## config.mk

```make
export PLATFORM = sky130hd
export DESIGN_NAME = axil_sig_reader
export DESIGN_NICKNAME = d
export VERILOG_FILES = /design/src/rtl/z_core_pkg.sv /design/src/rtl/axil_sig_reader.sv
export SDC_FILE = /design/constraint.sdc
export NUM_CORES = 1
export LEC_CHECK = 0
export ABC_AREA = 1
export BUFFER_PORTS_ARGS = -buffer_cell sky130_fd_sc_hd__buf_2
export CORE_MARGIN = 10
export CORE_UTILIZATION = 56
export CTS_BUF_LIST = sky130_fd_sc_hd__clkbuf_4 sky130_fd_sc_hd__clkbuf_8
export CTS_CLUSTER_DIAMETER = 50
export DETAILED_ROUTE_END_ITERATION = 7
export GPL_TIMING_DRIVEN = 1
export PLACE_DENSITY_LB_ADDON = 0.25
export SLEW_MARGIN = 15
export SYNTH_ARGS = -nofsm -noshare
export SYNTH_HDL_FRONTEND = slang
export SYNTH_SLANG_ARGS = --single-unit
export TNS_END_PERCENT = 10
```

## constraint.sdc

```tcl
create_clock -name clk -period 4.6 [get_ports clk]
set_input_delay 0.92 -clock clk [delete_from_list [all_inputs] [get_ports clk]]
set_output_delay 0.92 -clock clk [all_outputs]
set_load 0.02 [all_outputs]
```

## src/rtl/z_core_pkg.sv

```systemverilog
// Shared core package: signature reader states and AXI-Lite constants.
// Imported by the bus-side helper blocks of the core test harness.
package z_core_pkg;

  typedef enum logic [2:0] {
    SR_IDLE,
    SR_AR,
    SR_R,
    SR_OUT,
    SR_DONE
  } sig_rd_state_t;

  localparam logic [1:0] AXI_RESP_OKAY    = 2'b00;
  localparam logic [2:0] AXI_PROT_DEFAULT = 3'b000;

endpackage

```

## src/rtl/axil_sig_reader.sv

```systemverilog
// AXI-Lite read master that dumps the signature region word by word
// onto a valid/ready stream once the CPU has halted.
module axil_sig_reader
  import z_core_pkg::*;
#(
  parameter int DATA_WIDTH = 32,
  parameter int ADDR_WIDTH = 32,
  parameter int STRB_WIDTH = DATA_WIDTH / 8
) (
  input  logic                  clk,
  input  logic                  rstn,
  input  logic                  start,
  input  logic [ADDR_WIDTH-1:0] sig_begin,
  input  logic [ADDR_WIDTH-1:0] sig_end,
  output logic                  busy,
  output logic                  done,
  output logic                  err,
  output logic [15:0]           word_count,
  output logic [ADDR_WIDTH-1:0] m_axil_araddr,
  output logic [2:0]            m_axil_arprot,
  output logic                  m_axil_arvalid,
  input  logic                  m_axil_arready,
  input  logic [DATA_WIDTH-1:0] m_axil_rdata,
  input  logic [1:0]            m_axil_rresp,
  input  logic                  m_axil_rvalid,
  output logic                  m_axil_rready,
  output logic [ADDR_WIDTH-1:0] m_axil_awaddr,
  output logic [2:0]            m_axil_awprot,
  output logic                  m_axil_awvalid,
  input  logic                  m_axil_awready,
  output logic [DATA_WIDTH-1:0] m_axil_wdata,
  output logic [STRB_WIDTH-1:0] m_axil_wstrb,
  output logic                  m_axil_wvalid,
  input  logic                  m_axil_wready,
  input  logic [1:0]            m_axil_bresp,
  input  logic                  m_axil_bvalid,
  output logic                  m_axil_bready,
  output logic [DATA_WIDTH-1:0] out_data,
  output logic                  out_valid,
  input  logic                  out_ready
);

  localparam logic [ADDR_WIDTH-1:0] A_MASK = ~ADDR_WIDTH'(3);
  localparam logic [ADDR_WIDTH-1:0] A_STEP = ADDR_WIDTH'(4);

  sig_rd_state_t r_state;
  sig_rd_state_t w_next;

  logic [ADDR_WIDTH-1:0] r_cur;
  logic [ADDR_WIDTH-1:0] r_end;
  logic [DATA_WIDTH-1:0] r_data;
  logic                  r_err;
  logic [15:0]           r_cnt;

  logic [ADDR_WIDTH-1:0] w_beg;
  logic [ADDR_WIDTH-1:0] w_end;
  logic [ADDR_WIDTH-1:0] w_cur_nxt;
  logic                  w_last;
  logic                  w_unused;

  assign w_beg     = sig_begin & A_MASK;
  assign w_end     = sig_end & A_MASK;
  assign w_cur_nxt = r_cur + A_STEP;
  // A wrap to zero also ends the dump.
  assign w_last    = (w_cur_nxt == '0) || (w_cur_nxt >= r_end);

  always_comb begin
    w_next = r_state;
    unique case (r_state)
      SR_IDLE: begin
        if (start) begin
          w_next = (w_end <= w_beg) ? SR_DONE : SR_AR;
        end
      end
      SR_AR: begin
        if (m_axil_arready) w_next = SR_R;
      end
      SR_R: begin
        if (m_axil_rvalid) w_next = SR_OUT;
      end
      SR_OUT: begin
        if (out_ready) begin
          w_next = w_last ? SR_DONE : SR_AR;
        end
      end
      SR_DONE: w_next = SR_IDLE;
      default: w_next = SR_IDLE;
    endcase
  end

  always_ff @(posedge clk or negedge rstn) begin
    if (!rstn) begin
      r_state <= SR_IDLE;
      r_cur   <= '0;
      r_end   <= '0;
      r_data  <= '0;
      r_err   <= 1'b0;
      r_cnt   <= '0;
    end else begin
      r_state <= w_next;
      if (r_state == SR_IDLE && start) begin
        r_cur <= w_beg;
        r_end <= w_end;
        r_err <= 1'b0;
        r_cnt <= '0;
      end
      if (r_state == SR_R && m_axil_rvalid) begin
        r_data <= m_axil_rdata;
        if (m_axil_rresp != AXI_RESP_OKAY) r_err <= 1'b1;
      end
      if (r_state == SR_OUT && out_ready) begin
        r_cur <= w_cur_nxt;
        if (r_cnt != 16'hFFFF) r_cnt <= r_cnt + 16'd1;
      end
    end
  end

  // Busy rises with the accepted start so an empty dump still shows it.
  assign busy = rstn & (
    (r_state == SR_IDLE && start) ||
    r_state == SR_AR ||
    r_state == SR_R ||
    r_state == SR_OUT);

  assign done       = (r_state == SR_DONE);
  assign err        = r_err;
  assign word_count = r_cnt;

  assign m_axil_araddr  = r_cur;
  assign m_axil_arprot  = AXI_PROT_DEFAULT;
  assign m_axil_arvalid = (r_state == SR_AR);
  assign m_axil_rready  = (r_state == SR_R);

  assign m_axil_awaddr  = '0;
  assign m_axil_awprot  = '0;
  assign m_axil_awvalid = 1'b0;
  assign m_axil_wdata   = '0;
  assign m_axil_wstrb   = '0;
  assign m_axil_wvalid  = 1'b0;
  assign m_axil_bready  = 1'b1;

  assign out_data  = r_data;
  assign out_valid = (r_state == SR_OUT);

  assign w_unused = ^{m_axil_awready, m_axil_wready,
                      m_axil_bresp, m_axil_bvalid};

endmodule
```

**Word level (Yosys, flattened, before mapping)**

Index checks and enable logic that the tools add are counted.

- Register bits after elaboration: 114
- Bits of input ports: 109
- Word-level logic and storage cells: 47

- Add/sub/neg operators: 2
- Magnitude comparators: 2
- Equal/unequal tests: 9
- Muxes and demuxes: 15
- Bitwise operators: 1
- Reductions and logical operators: 12

Operator list:

| kind | number |
|---|---|
| $mux W32 | 2 |
| $mux W16 | 3 |
| $add A32 B3 Y32 const B | 1 |
| $ge A32 B32 Y1 | 1 |
| $le A32 B32 Y1 | 1 |
| $logic_not A32 Y1 | 1 |
| $mux W3 | 6 |
| $add A16 B1 Y16 const B | 1 |
| $ne A16 B16 Y1 const B | 1 |
| $pmux W3 S4 | 1 |
| $eq A3 B2 Y1 const B | 2 |
| $logic_or A1 B1 Y1 | 4 |
| $ne A2 B1 Y1 const B | 2 |
| $ne A2 B2 Y1 const B | 2 |
| $reduce_and A4 Y1 | 1 |
| $reduce_bool A2 Y1 | 2 |
| $eq A3 B1 Y1 const B | 1 |
| $eq A3 B3 Y1 const B | 1 |
| $logic_and A1 B1 Y1 | 3 |
| $logic_not A3 Y1 | 1 |
| $mux W1 | 3 |
| $and A1 B1 Y1 | 1 |

**Depth between registers and ports, before layout**

Gate-level depths: netlist of the first run.

- Word-level depth: 6
- Mapped depth: 22

**Worst setup path after synthesis of the first run**

Ideal clock, no wire load.

- Kind: register to register
- Start: register r_cur[3], in the netlist m_axil_araddr[3]
- End: register r_state[0]
- Library setup time: 0.117 ns
- Arrival time: 2.642 ns
- Slack: 1.842 ns
- Cell stages (with the launch flop): 21
- Clock period less this slack: 2.758 ns
- Cells stage by stage: dfrtp_1 ha_1 nand3_1 inv_2 nand2_4 nor2_4 nand4_1 nand2_1 inv_1 ha_1 nand2_1 nor2_1 nor3b_1 and3_1 nand2_1 nand3_1 nor2_1 nand3_1 nand2_1 nand2_1 nand2_1

- Longest elaborated chain between the ends: 6
- Elaborated cells between the ends (all ways): 7
- Classes of those cells: 1 x add/sub; 1 x order compare; 3 x mux; 2 x reduce/logical

RTL lines:

| item | line | source |
|---|---|---|
| start, declared | axil_sig_reader.sv:49 | `logic [ADDR_WIDTH-1:0] r_cur;` |
| start signal, assigned | axil_sig_reader.sv:102 | `r_cur <= w_beg;` |
| start signal, assigned | axil_sig_reader.sv:112 | `r_cur <= w_cur_nxt;` |
| $add A32 B3 Y32 * | axil_sig_reader.sv:63 | `assign w_cur_nxt = r_cur + A_STEP;` |
| $ge A32 B32 Y1 or $logic_not A32 Y1 (tied branches) | axil_sig_reader.sv:65 | `assign w_last = (w_cur_nxt == '0) \|\| (w_cur_nxt >= r_end);` |
| $logic_or A1 B1 Y1 * | axil_sig_reader.sv:65 |  |
| $mux W3 * | axil_sig_reader.sv:83 | `w_next = w_last ? SR_DONE : SR_AR;` |
| $mux W3 * | axil_sig_reader.sv:82 | `if (out_ready) begin` |
| $pmux W3 S4 * | axil_sig_reader.sv:69 | `unique case (r_state)` |
| end signal, assigned | axil_sig_reader.sv:100 | `r_state <= w_next;` |
| end, declared | axil_sig_reader.sv:46 | `sig_rd_state_t r_state;` |

Every way passes the cells marked *; elsewhere a longest branch is shown, timed or not. The select of a mux whose other input is x is not followed.
A chain may end at the register's enable or synchronous reset.

**Worst setup path in the final report of the first run**

- Start: register r_cur[2], in the netlist m_axil_araddr[2]
- End: register r_state[0]

Same word-level chain as after synthesis.

==> results of run 1 <==
[state kept, by name, indices dropped and copies added (netlist names)]
register,count
err,1
m_axil_araddr,30
out_data,32
r_end,30
r_state,3
word_count,16
[routing by layer]
layer	global-route usage, %	vias up	routed length, um
met5	0	-	0
met3	9.14	38	2410
li1	-	3367	-
met2	36.6	263	10000
met1	26.2	3116	8490
met4	7.55	0	514
[kinds of logic after synthesis]
family,count (synthesis)
XOR/XNOR,12
flip-flops,112
multiplexers,34
AND/OR/NAND/NOR,370
adder cells (fa/ha/maj),63
AO/OA/AOI/OAI,137
other,2
buffers and inverters,243
[layout make-up]
cell class	count	area [um^2]	share of cell area, %
Clock buffer	9	124	1.41
Clock inverter	7	124	1.41
Inverter	146	548	6.24
Multi-Input combinational cell	695	4010	45.7
Sequential cell	112	2800	31.9
Tap cell	176	220	2.51
Timing Repair Buffer	188	956	10.9
[worst max-delay path, delay by kind of cell, from the launching register on]
family	cells	cell delay, ns
fa+ha+maj	2	0.50
buf+inv	2	0.22
flops	1	0.48
simple gates	16	1.86
[cells in the final DEF (no fill, tap or decap), types with 8 or more instances in the layout]
| cell | netlist | layout |
|---|---|---|
| nand2_1 | 225 | 224 |
| o22ai_1 | 10 | 10 |
| nor3_1 | 10 | 10 |
| mux2_2 | 32 | 32 |
| nand4_1 | 8 | 8 |
| xor2_1 | 11 | 11 |
| ha_1 | 63 | 63 |
| inv_1 | 142 | 142 |
| a21oi_1 | 35 | 35 |
| nand3_1 | 40 | 40 |
| nor2_4 | 7 | 8 |
| buf_2 | 4 | 182 |
| conb_1 | 2 | 79 |
| clkbuf_8 | 0 | 9 |
| dfrtp_1 | 112 | 112 |
| o21ai_0 | 54 | 54 |
| nor2_1 | 57 | 57 |
| o221ai_1 | 26 | 26 |
[cell usage after synthesis (5+ instances only)]
master	n
xor2_1	11
a21oi_1	35
nand3_1	40
nor2_2	7
dfrtp_1	112
mux2_2	32
clkbuf_1	11
buf_4	80
nor3_1	10
nand2_1	225
o221ai_1	26
ha_1	63
inv_1	142
nor2_4	7
nor2_1	57
o22ai_1	10
o21ai_0	54
o211ai_1	5
nand4_1	8
[worst paths after layout]
kind                                  start          endpoint  slack (ns)  cells after the start
min                                    rstn         r_end[19]        0.48                      1
max in group asynchronous              rstn  m_axil_araddr[6]        2.74                      2
min in group clk                        err               err        0.51                      2
min reg2reg                             err               err        0.51                      2
max reg2reg                m_axil_araddr[2]        r_state[0]        1.44                     20
max                        m_axil_araddr[2]        r_state[0]        1.44                     20
[metrics by stage]
| stage | util, % | setup WS (ns) |
|---|---|---|
| 5_1_grt | 65.6 | 1.17 |
| 4_1_cts | 65.5 | 1.44 |
| 2_1_floorplan | - | 1.84 |
| 6_report | 65.6 | 1.44 |
| 3_5_place_dp | 63.7 | 1.42 |
| 3_3_place_gp | 63.7 | 1.41 |
[power by group]
part	switching (uW)	internal [uW]	leakage, uW
combinational	1790	971	0.00321
clock	387	325	0.000123
sequential	330	1410	0.00139
total	2500	2700	0.00472
==> flow_summary_export.csv, run 1 <==
group,metric,value,unit
yosys,synth_area_leaders,"dfrtp_1 (36%), nand2_1 (11%), ha_1 (10%), buf_4 (7.8%), inv_1 (6.9%)",
drt,routedWlPerCell,16.1,um
global_routing,overflow,0,
critical_path,path_common_cell,"nand2_1",
yosys,synthMuxAreaShare,4.92,%
global_routing,antenna_found_initial,0,
timing,finalSetupTns,0,ns
clocking,numCtsBuffers,9,
global_routing,grt_start_max_net_pins,78,
timing,max_slew_margin,34.8,%
timing,finalSetupViolCount,0,
yosys,yosys.cell_types.count,38,
global_routing,grt_pass1_wl,34.0,mm
yosys,syn_area,7730,um^2
yosys,ys_seq_area_share,36.2,%
timing,fin_crit_sh,68.6,%
yosys,ys_seq_elements,112,
final_layout,nets,1324,
yosys,synth_compound_area_share,10.7,%
final_layout,drive_above_1_share,23.0,%
timing,rsz0062_at_grt,"false",
yosys,synth-simple-area-share,20.8,%
die,io-pin-count,272,
die,core_area,13400,um^2
drt,ant_nets,0,
die,rows,42,
drt,drt_iter0_drc,433,
yosys,synth_edf_count,0,
die,start_util,57.7,%
critical_path,cp_cell_sequence,"ha_1 > nand3_1 > inv_2 > nand2_4 > nor2_4 > nand4_1 > nand2_1 > inv_1 > ha_1 > nand2_1 > nor2_1 > nor3b_1 > and3_1 > nand2_1 > nand3_1 > nor2_1 > nand3_1 > nand2_1 > nand2_1 > nand2_1",
drt,finalWirelength,21.4,mm
timing,fmaxAchievable,317,MHz
hold_path,hold_class,"primary input to asynchronous set/reset pin",
critical_path,worstSetupStartpointType,"register",
placement,postPlaceCellArea,8540,um^2
critical_path,crit_slowest_cell,"dfrtp_1",
clocking,cts_sinks,112,
critical_path,slowest_delay,0.48,ns
timing,skew,0.0160,ns
timing,drv_slew,0,
clocking,cts_resized,0,
timing,worst_pin_slew,0.977,ns
final_layout,finalNonFillerCells,1333,
final_layout,syn_to_final_growth,13.6,%
die,dieArea,18900,um^2
power_and_ir_drop,power.total,5210,uW
drt,vias_per_cell,5.09,
placement,globalplace.congestion,0.919,
yosys,yosysTopAreaCell,"dfrtp_1",
placement,dp_hpwl,17.3,mm
die,die_w,138,um
clocking,hold_buffers,0,
clocking,cts_root_buffer,"clkbuf_8",
power_and_ir_drop,p_per_area,593,nW/um^2
yosys,async_reset_ff_share,100,%
placement,numPortBuffers,183,
yosys,synth_top_area_share,36.2,%
yosys,yosys_warnings,0,
yosys,synth_cells,973,
timing,fin_hold_ws,0.480,ns
power_and_ir_drop,p_leak,0.00472,uW
clocking,cts_tree,"built",
timing,finalHoldViolations,0,
critical_path,arrival,3.47,ns
clocking,htreeDepth,3,
timing,min_period,3.16,ns
critical_path,crit_type,"register to register",
critical_path,crit_path_end_kind,"register",
yosys,synthXorXnorAreaFrac,1.36,%
placement,dp.cells,1317,
yosys,synth_top_family_by_area,"simple AND/OR/NAND/NOR gates",
final_layout,fillers,1218,
yosys,synth_flop_cell,"dfrtp_1",
power_and_ir_drop,vdd_drop_max,0.000409,V
yosys,synthAdderAreaFrac,10.2,%
die,die_h,138,um
critical_path,cp.required,4.91,ns
clocking,cts_max_path_buffers,2,
clocking,post_cts_buffers,0,
outcome,status,"completed",
final_layout,fin_area,8790,um^2
final_layout,antennaDiodeCount,0,
global_routing,track_usage,22.4,%
drt,drc,0,
yosys,syn_area_per_cell,7.95,um^2
clocking,clk_latency,0.41,ns
job,max-cap-violations,0,
global_routing,first_global_vias,6931,
clocking,clk_pin_slew,0.13,ns
critical_path,crit_fanout,7,
drt,dr.pass1.iters,5,
drt,vias,6784,
Power figures use the tool's default switching activity.
==> run 2, diff against run 1 <==
--- a/config.mk
+++ b/config.mk
@@ -8,7 +8,7 @@
 export ABC_AREA = 1
 export BUFFER_PORTS_ARGS = -buffer_cell sky130_fd_sc_hd__buf_2
 export CORE_MARGIN = 10
-export CORE_UTILIZATION = 56
+export CORE_UTILIZATION = 47
 export CTS_BUF_LIST = sky130_fd_sc_hd__clkbuf_4 sky130_fd_sc_hd__clkbuf_8
 export CTS_CLUSTER_DIAMETER = 50
 export DETAILED_ROUTE_END_ITERATION = 7
==> constraint.sdc (replaced) <==
create_clock -name clk -period 2.85 [get_ports clk]
set_input_delay 0.57 -clock clk [delete_from_list [all_inputs] [get_ports clk]]
set_output_delay 0.57 -clock clk [all_outputs]
set_load 0.02 [all_outputs]
==> flow_summary_export.csv, run 2 (same netlist as run 1, synthesis figures left out) <==
group,metric,value,unit
outcome,status,"completed",
timing,drv_slew,0,
critical_path,crit_slowest_cell,"dfrtp_1",
power_and_ir_drop,pwr-share-clk,11.9,%
drt,dr.pass1.iters,5,
global_routing,grt_pass1_wl,36.1,mm
power_and_ir_drop,seqPwrFrac,30.5,%
critical_path,crit_fanout,4,
timing,finalSetupViolCount,0,
power_and_ir_drop,p_comb_share,57.5,%
final_layout,syn_to_final_growth,21.7,%
global_routing,first_global_vias,7212,
final_layout,multi_input_area,4250,um^2
critical_path,arrival,3.13,ns
clocking,numCtsBuffers,9,
hold_path,hold_class,"primary input to asynchronous set/reset pin",
clocking,hold_buffers,0,
global_routing,overflow,0,
clocking,clk_latency,0.40,ns
die,core_area,16000,um^2
critical_path,r2r_cells,20,
critical_path,rrSetupSlack,0.07,ns
power_and_ir_drop,sw_frac_of_total,47.9,%
power_and_ir_drop,vdd_drop_max,0.000549,V
global_routing,antenna_found_initial,0,
drt,drt_iter0_drc,291,
power_and_ir_drop,internal_power,4690,uW
clocking,clk_pin_slew,0.12,ns
global_routing,grt_start_max_net_pins,63,
placement,dp_hpwl,18.2,mm
placement,globalplace.congestion,0.906,
final_layout,fin_area,9410,um^2
critical_path,cp.required,3.20,ns
timing,skew,0.00942,ns
clocking,htreeDepth,3,
critical_path,r2r-start,"m_axil_araddr[3]",
timing,max_slew_margin,47.1,%
drt,vias_per_cell,4.82,
power_and_ir_drop,power.total,9000,uW
placement,postPlaceCellArea,8880,um^2
die,start_util,48.3,%
clocking,cts_max_path_buffers,2,
final_layout,layout_commonest_cell,"nand2_1",
job,max-cap-violations,0,
drt,finalWirelength,22.5,mm
timing,min_period,2.78,ns
critical_path,path_common_cell,"nand2_1",
timing,worst_pin_slew,0.793,ns
clocking,cts_root_buffer,"clkbuf_8",
final_layout,drive_above_1_share,29.5,%
die,dieArea,22000,um^2
drt,ant_nets,0,
critical_path,slowest_delay,0.41,ns
placement,numPortBuffers,183,
critical_path,r2r-end,"r_state[0]",
die,io-pin-count,272,
critical_path,worstSetupStartpointType,"register",
critical_path,cp_cell_sequence,"buf_6 > nand2_4 > nor2_4 > nand2_4 > buf_4 > nor2_4 > buf_4 > nand2_1 > nand2_1 > nand2_1 > ha_4 > a21oi_1 > o211ai_1 > nand2_1 > nand3_2 > nor2_4 > nand3_2 > nand2_1 > nand2_1 > nand2_1",
clocking,cts_sinks,112,
final_layout,final_cell_mix,"nand2_1 (215), buf_2 (182), inv_1 (137)",
power_and_ir_drop,p_leak,0.00496,uW
die,die_w,148,um
die,rows,46,
drt,drc,0,
final_layout,fillers,1539,
critical_path,crit_type,"register to register",
timing,fin_crit_sh,97.5,%
power_and_ir_drop,p_sw,4310,uW
final_layout,largest_reg_flops,32,
timing,finalHoldViolations,0,
drt,routedWlPerCell,15.8,um
clocking,cts_tree,"built",
final_layout,seq_area,2810,um^2
drt,vias,6844,
die,die_h,148,um
timing,fmaxAchievable,360,MHz
final_layout,nets,1370,
final_layout,antennaDiodeCount,0,
critical_path,crit_path_end_kind,"register",
power_and_ir_drop,p_per_area,956,nW/um^2
timing,rsz0062_at_grt,"true",
global_routing,track_usage,20.1,%
run 2: cell count changes in the layout (fill, tap and decap cells not counted), sizes merged:
cell	change
buf	+46
clkinv	+2
inv	-1
bufinv	-1
run 2: power groups by stage:
stage	registers [uW]	logic [uW]	clock network, uW
finish	2740	5180	1070
global route	2840	5850	1170
CTS	2730	4810	1100
detailed placement	2760	4780	0
global placement	2730	4690	0
floorplan	3270	2630	0
run 2: worst max path at each step:
stage | start | end | cells after the start
finish | m_axil_araddr[3] | r_state[0] | 20
global route | m_axil_araddr[3] | r_state[0] | 21
CTS | m_axil_araddr[2] | r_state[0] | 21
detailed placement | m_axil_araddr[2] | r_state[0] | 21
global placement | m_axil_araddr[2] | r_state[0] | 21
floorplan | m_axil_araddr[3] | r_state[0] | 20
run 2: area by class of cell:
| type | count | share of cell area (%) |
|---|---|---|
| clock inverters | 7 | 1.06 |
| repair buffers | 234 | 13.9 |
| well taps | 216 | 2.87 |
| flip-flops and latches | 112 | 29.8 |
| clock buffers | 9 | 1.32 |
| multi-input cells | 695 | 45.2 |
| inverters | 146 | 5.88 |
run 2: what timing repair did:
| item | in CTS | in global routing |
|---|---|---|
| endpoints found under the setup margin | 2 | 2 |
| gates resized for setup | 2 | 60 |
| setup buffers | 1 | 6 |
| pin swaps | 0 | 23 |
run 2: routing by layer:
metal / up-vias / share of wire, % / wire length, um / global-route usage (%)
li1: 3448 / - / - / -
met1: 3109 / 41 / 9310 / 23.9
met2: 257 / 46 / 10200 / 32.5
met3: 30 / 11 / 2490 / 8.71
met4: 0 / 1.9 / 431 / 5.50
met5: - / 0 / 0 / 0
run 2: through the flow:
step | setup WS [ns] | hold WS, ns | util (%) | TNS [ns] | instances
after global placement | 0.0446 | 0.467 | 55.5 | 0 | 1396
final | 0.0705 | 0.350 | 58.8 | 0 | 1419
after floorplan | 0.0919 | 0.274 | - | 0 | 1050
after detailed placement | -0.00108 | 0.480 | 55.5 | -0.00108 | 1396
after global routing | -0.107 | 0.366 | 58.8 | -0.197 | 1419
after CTS | 0.0186 | 0.359 | 57.0 | 0 | 1413
run 2: worst max-delay path: cells and delay by family, from the launching register on:
family	cells	cell delay [ns]
compound gates	2	0.33
fa+ha+maj	1	0.24
buf+inv	3	0.41
flops	1	0.41
simple gates	14	1.35
==> run 3, diff against run 2 <==
--- a/config.mk
+++ b/config.mk
@@ -5,10 +5,9 @@
 export SDC_FILE = /design/constraint.sdc
 export NUM_CORES = 1
 export LEC_CHECK = 0
-export ABC_AREA = 1
 export BUFFER_PORTS_ARGS = -buffer_cell sky130_fd_sc_hd__buf_2
 export CORE_MARGIN = 10
-export CORE_UTILIZATION = 47
+export CORE_UTILIZATION = 34
 export CTS_BUF_LIST = sky130_fd_sc_hd__clkbuf_4 sky130_fd_sc_hd__clkbuf_8
 export CTS_CLUSTER_DIAMETER = 50
 export DETAILED_ROUTE_END_ITERATION = 7
==> flow_summary_export.csv, run 3 <==
group,metric,value,unit
clocking,clk_latency,0.40,ns
timing,finalSetupViolCount,2,
yosys,synth_top_area_share,36.4,%
die,core_area,22000,um^2
clocking,cts_root_buffer,"clkbuf_8",
clocking,cts_max_path_buffers,2,
timing,skew,0.0126,ns
placement,globalplace.congestion,0.838,
power_and_ir_drop,pwr-share-clk,11.2,%
yosys,synth_most_common_cell,"dfrtp_1",
global_routing,first_global_vias,6763,
outcome,violations,"setup timing",
clocking,cts_sinks,112,
timing,worst_pin_slew,0.918,ns
drt,dr.pass1.iters,5,
power_and_ir_drop,seqPwrFrac,30.1,%
power_and_ir_drop,vdd_drop_max,0.000345,V
yosys,synth_flop_cell,"dfrtp_1",
final_layout,nets,1249,
placement,numPortBuffers,183,
critical_path,rrSetupSlack,-0.23,ns
final_layout,final_cell_mix,"buf_2 (182), dfrtp_1 (102), buf_4 (85)",
yosys,synth_cells,840,
yosys,syn_area_per_cell,9.16,um^2
drt,routedWlPerCell,17.8,um
critical_path,cp.required,3.19,ns
timing,finalHoldViolations,0,
timing,fin_crit_sh,108,%
final_layout,layout_commonest_cell,"buf_2",
drt,drc,0,
yosys,async_reset_ff_share,100,%
clocking,cts_tree,"built",
global_routing,grt_start_max_net_pins,113,
power_and_ir_drop,power.total,9100,uW
final_layout,largest_reg_flops,32,
die,io-pin-count,272,
critical_path,crit_fanout,4,
clocking,htreeDepth,3,
critical_path,r2r_cells,12,
die,rows,54,
critical_path,r2r-start,"m_axil_araddr[3]",
hold_path,hold_class,"primary input to asynchronous set/reset pin",
timing,finalSetupTns,-0.436,ns
job,max-cap-violations,0,
final_layout,finalNonFillerCells,1366,
power_and_ir_drop,sw_frac_of_total,46.5,%
yosys,ys_top_cells_by_count,"dfrtp_1 (112), buf_4 (81), inv_1 (69), nand2_1 (69)",
final_layout,drive_above_1_share,32.3,%
yosys,yosysTopAreaCell,"dfrtp_1",
drt,ant_nets,0,
die,die_w,170,um
placement,dp_hpwl,19.1,mm
yosys,yosys.cell_types.count,59,
critical_path,arrival,3.42,ns
drt,finalWirelength,24.3,mm
yosys,synth_edf_count,0,
die,die_h,170,um
timing,fmaxAchievable,325,MHz
clocking,cts_resized,0,
final_layout,syn_to_final_growth,22.9,%
timing,rsz0062_at_grt,"true",
placement,dp.cells,1345,
yosys,synth_area_leaders,"dfrtp_1 (36%), ha_1 (10%), buf_4 (7.9%), mux2_2 (4.8%), o21ai_0 (4.1%)",
global_routing,overflow,0,
critical_path,slowest_delay,0.52,ns
clocking,clk_pin_slew,0.12,ns
clocking,hold_buffers,0,
timing,fin_ws,-0.227,ns
power_and_ir_drop,p_per_area,963,nW/um^2
yosys,ys_seq_area_share,36.4,%
critical_path,crit_slowest_cell,"or4_4",
power_and_ir_drop,p_sw,4230,uW
drt,drt_iter0_drc,450,
clocking,numCtsBuffers,9,
critical_path,cp_cell_sequence,"ha_4 > nand2_4 > or4_4 > nor3_2 > xor2_1 > ha_1 > and4_1 > a221o_1 > a211oi_2 > a2111oi_2 > nor3_1 > a21o_1",
yosys,ys_seq_elements,112,
power_and_ir_drop,internal_power,4870,uW
critical_path,crit_type,"register to register",
drt,vias_per_cell,4.89,
global_routing,antenna_found_initial,5,
timing,drv_slew,0,
power_and_ir_drop,p_comb_share,58.8,%
yosys,syn_area,7700,um^2
die,start_util,34.9,%
power_and_ir_drop,p_leak,0.00485,uW
drt,vias,6676,
global_routing,grt_pass1_wl,37.1,mm
timing,min_period,3.08,ns
yosys,yosys_warnings,0,
die,dieArea,29100,um^2
timing,max_slew_margin,38.6,%
outcome,status,"finished with violations",
global_routing,track_usage,16.2,%
critical_path,crit_path_end_kind,"register",
critical_path,worstSetupStartpointType,"register",
critical_path,r2r-end,"r_state[0]",
run 3: worst max path at each step:
stage | startpoint | to | slack, ns | cells past startpoint
2_1_floorplan | m_axil_araddr[2] | r_state[2] | -0.23 | 12
3_3_place_gp | m_axil_araddr[3] | r_state[2] | -0.19 | 12
3_5_place_dp | m_axil_araddr[3] | r_state[2] | -0.29 | 12
4_1_cts | m_axil_araddr[3] | r_state[2] | -0.25 | 12
5_1_grt | m_axil_araddr[3] | r_state[2] | -0.43 | 12
6_report | m_axil_araddr[3] | r_state[0] | -0.23 | 12
run 3: through the flow:
| step | hold slack (ns) | utilization [%] | setup slack (ns) | area [um^2] |
|---|---|---|---|---|
| 2_1_floorplan | 0.274 | - | -0.228 | 8100 |
| 3_3_place_gp | 0.448 | 42.0 | -0.188 | 9240 |
| 3_5_place_dp | 0.468 | 42.0 | -0.289 | 9240 |
| 4_1_cts | 0.337 | 42.9 | -0.247 | 9450 |
| 5_1_grt | 0.332 | 42.9 | -0.432 | 9450 |
| 6_report | 0.303 | 42.9 | -0.227 | 9460 |
run 3: final cells by class:
class / instances / area [um^2]
fill: 2235 / 12600
timing repair buffer: 269 / 1590
clock buffer: 9 / 124
antenna: 4 / 10.0
sequential: 112 / 2820
multi-input combinational: 616 / 4240
inverter: 69 / 259
tap: 280 / 350
clock inverter: 7 / 71.3
run 3: critical path, delay by kind of cell (launching register included):
| kind | cells | cell delay [ns] |
|---|---|---|
| AND/OR/NAND/NOR | 5 | 1.09 |
| adder cells (fa/ha/maj) | 2 | 0.45 |
| XOR/XNOR | 1 | 0.21 |
| AO/OA/AOI/OAI | 4 | 0.82 |
| flip-flops | 1 | 0.44 |
run 3: cell families (layout without fill, tap and decap cells):
| family | after synthesis | after routing | synth area share [%] |
|---|---|---|---|
| xor gates and xnor gates | 41 | 41 | 4.67 |
| DFF | 112 | 112 | 36.4 |
| adders and majority gates | 63 | 63 | 10.2 |
| and+or+nand+nor | 235 | 235 | 16.3 |
| buffers and inverters | 189 | 354 | 13.4 |
| AOI/OAI and AO/OA | 161 | 161 | 13.5 |
| muxes | 37 | 37 | 5.35 |
| other | 2 | 83 | 0.0976 |
run 3: timing repair:
action                                  CTS  global route
endpoints found under the setup margin    2             2
hold endpoints to repair                  0             0
buffers inserted                          1             0
pin swaps                                 3             0
gates cloned                              0             0
run 3: power groups by stage:
stage	combinational, uW	sequential (uW)	clock, uW
3_3_place_gp	5300	2760	0
5_1_grt	5930	2840	1120
2_1_floorplan	2940	3280	0
6_report	5350	2740	1020
3_5_place_dp	5370	2770	0
4_1_cts	5400	2740	1050
run 3: routing by layer:
layer	GRT usage [%]	part of all wire (%)
met3	4.28	6.0
met5	0	0.054
met1	20.6	44
met4	3.93	1.0
met2	26.7	49
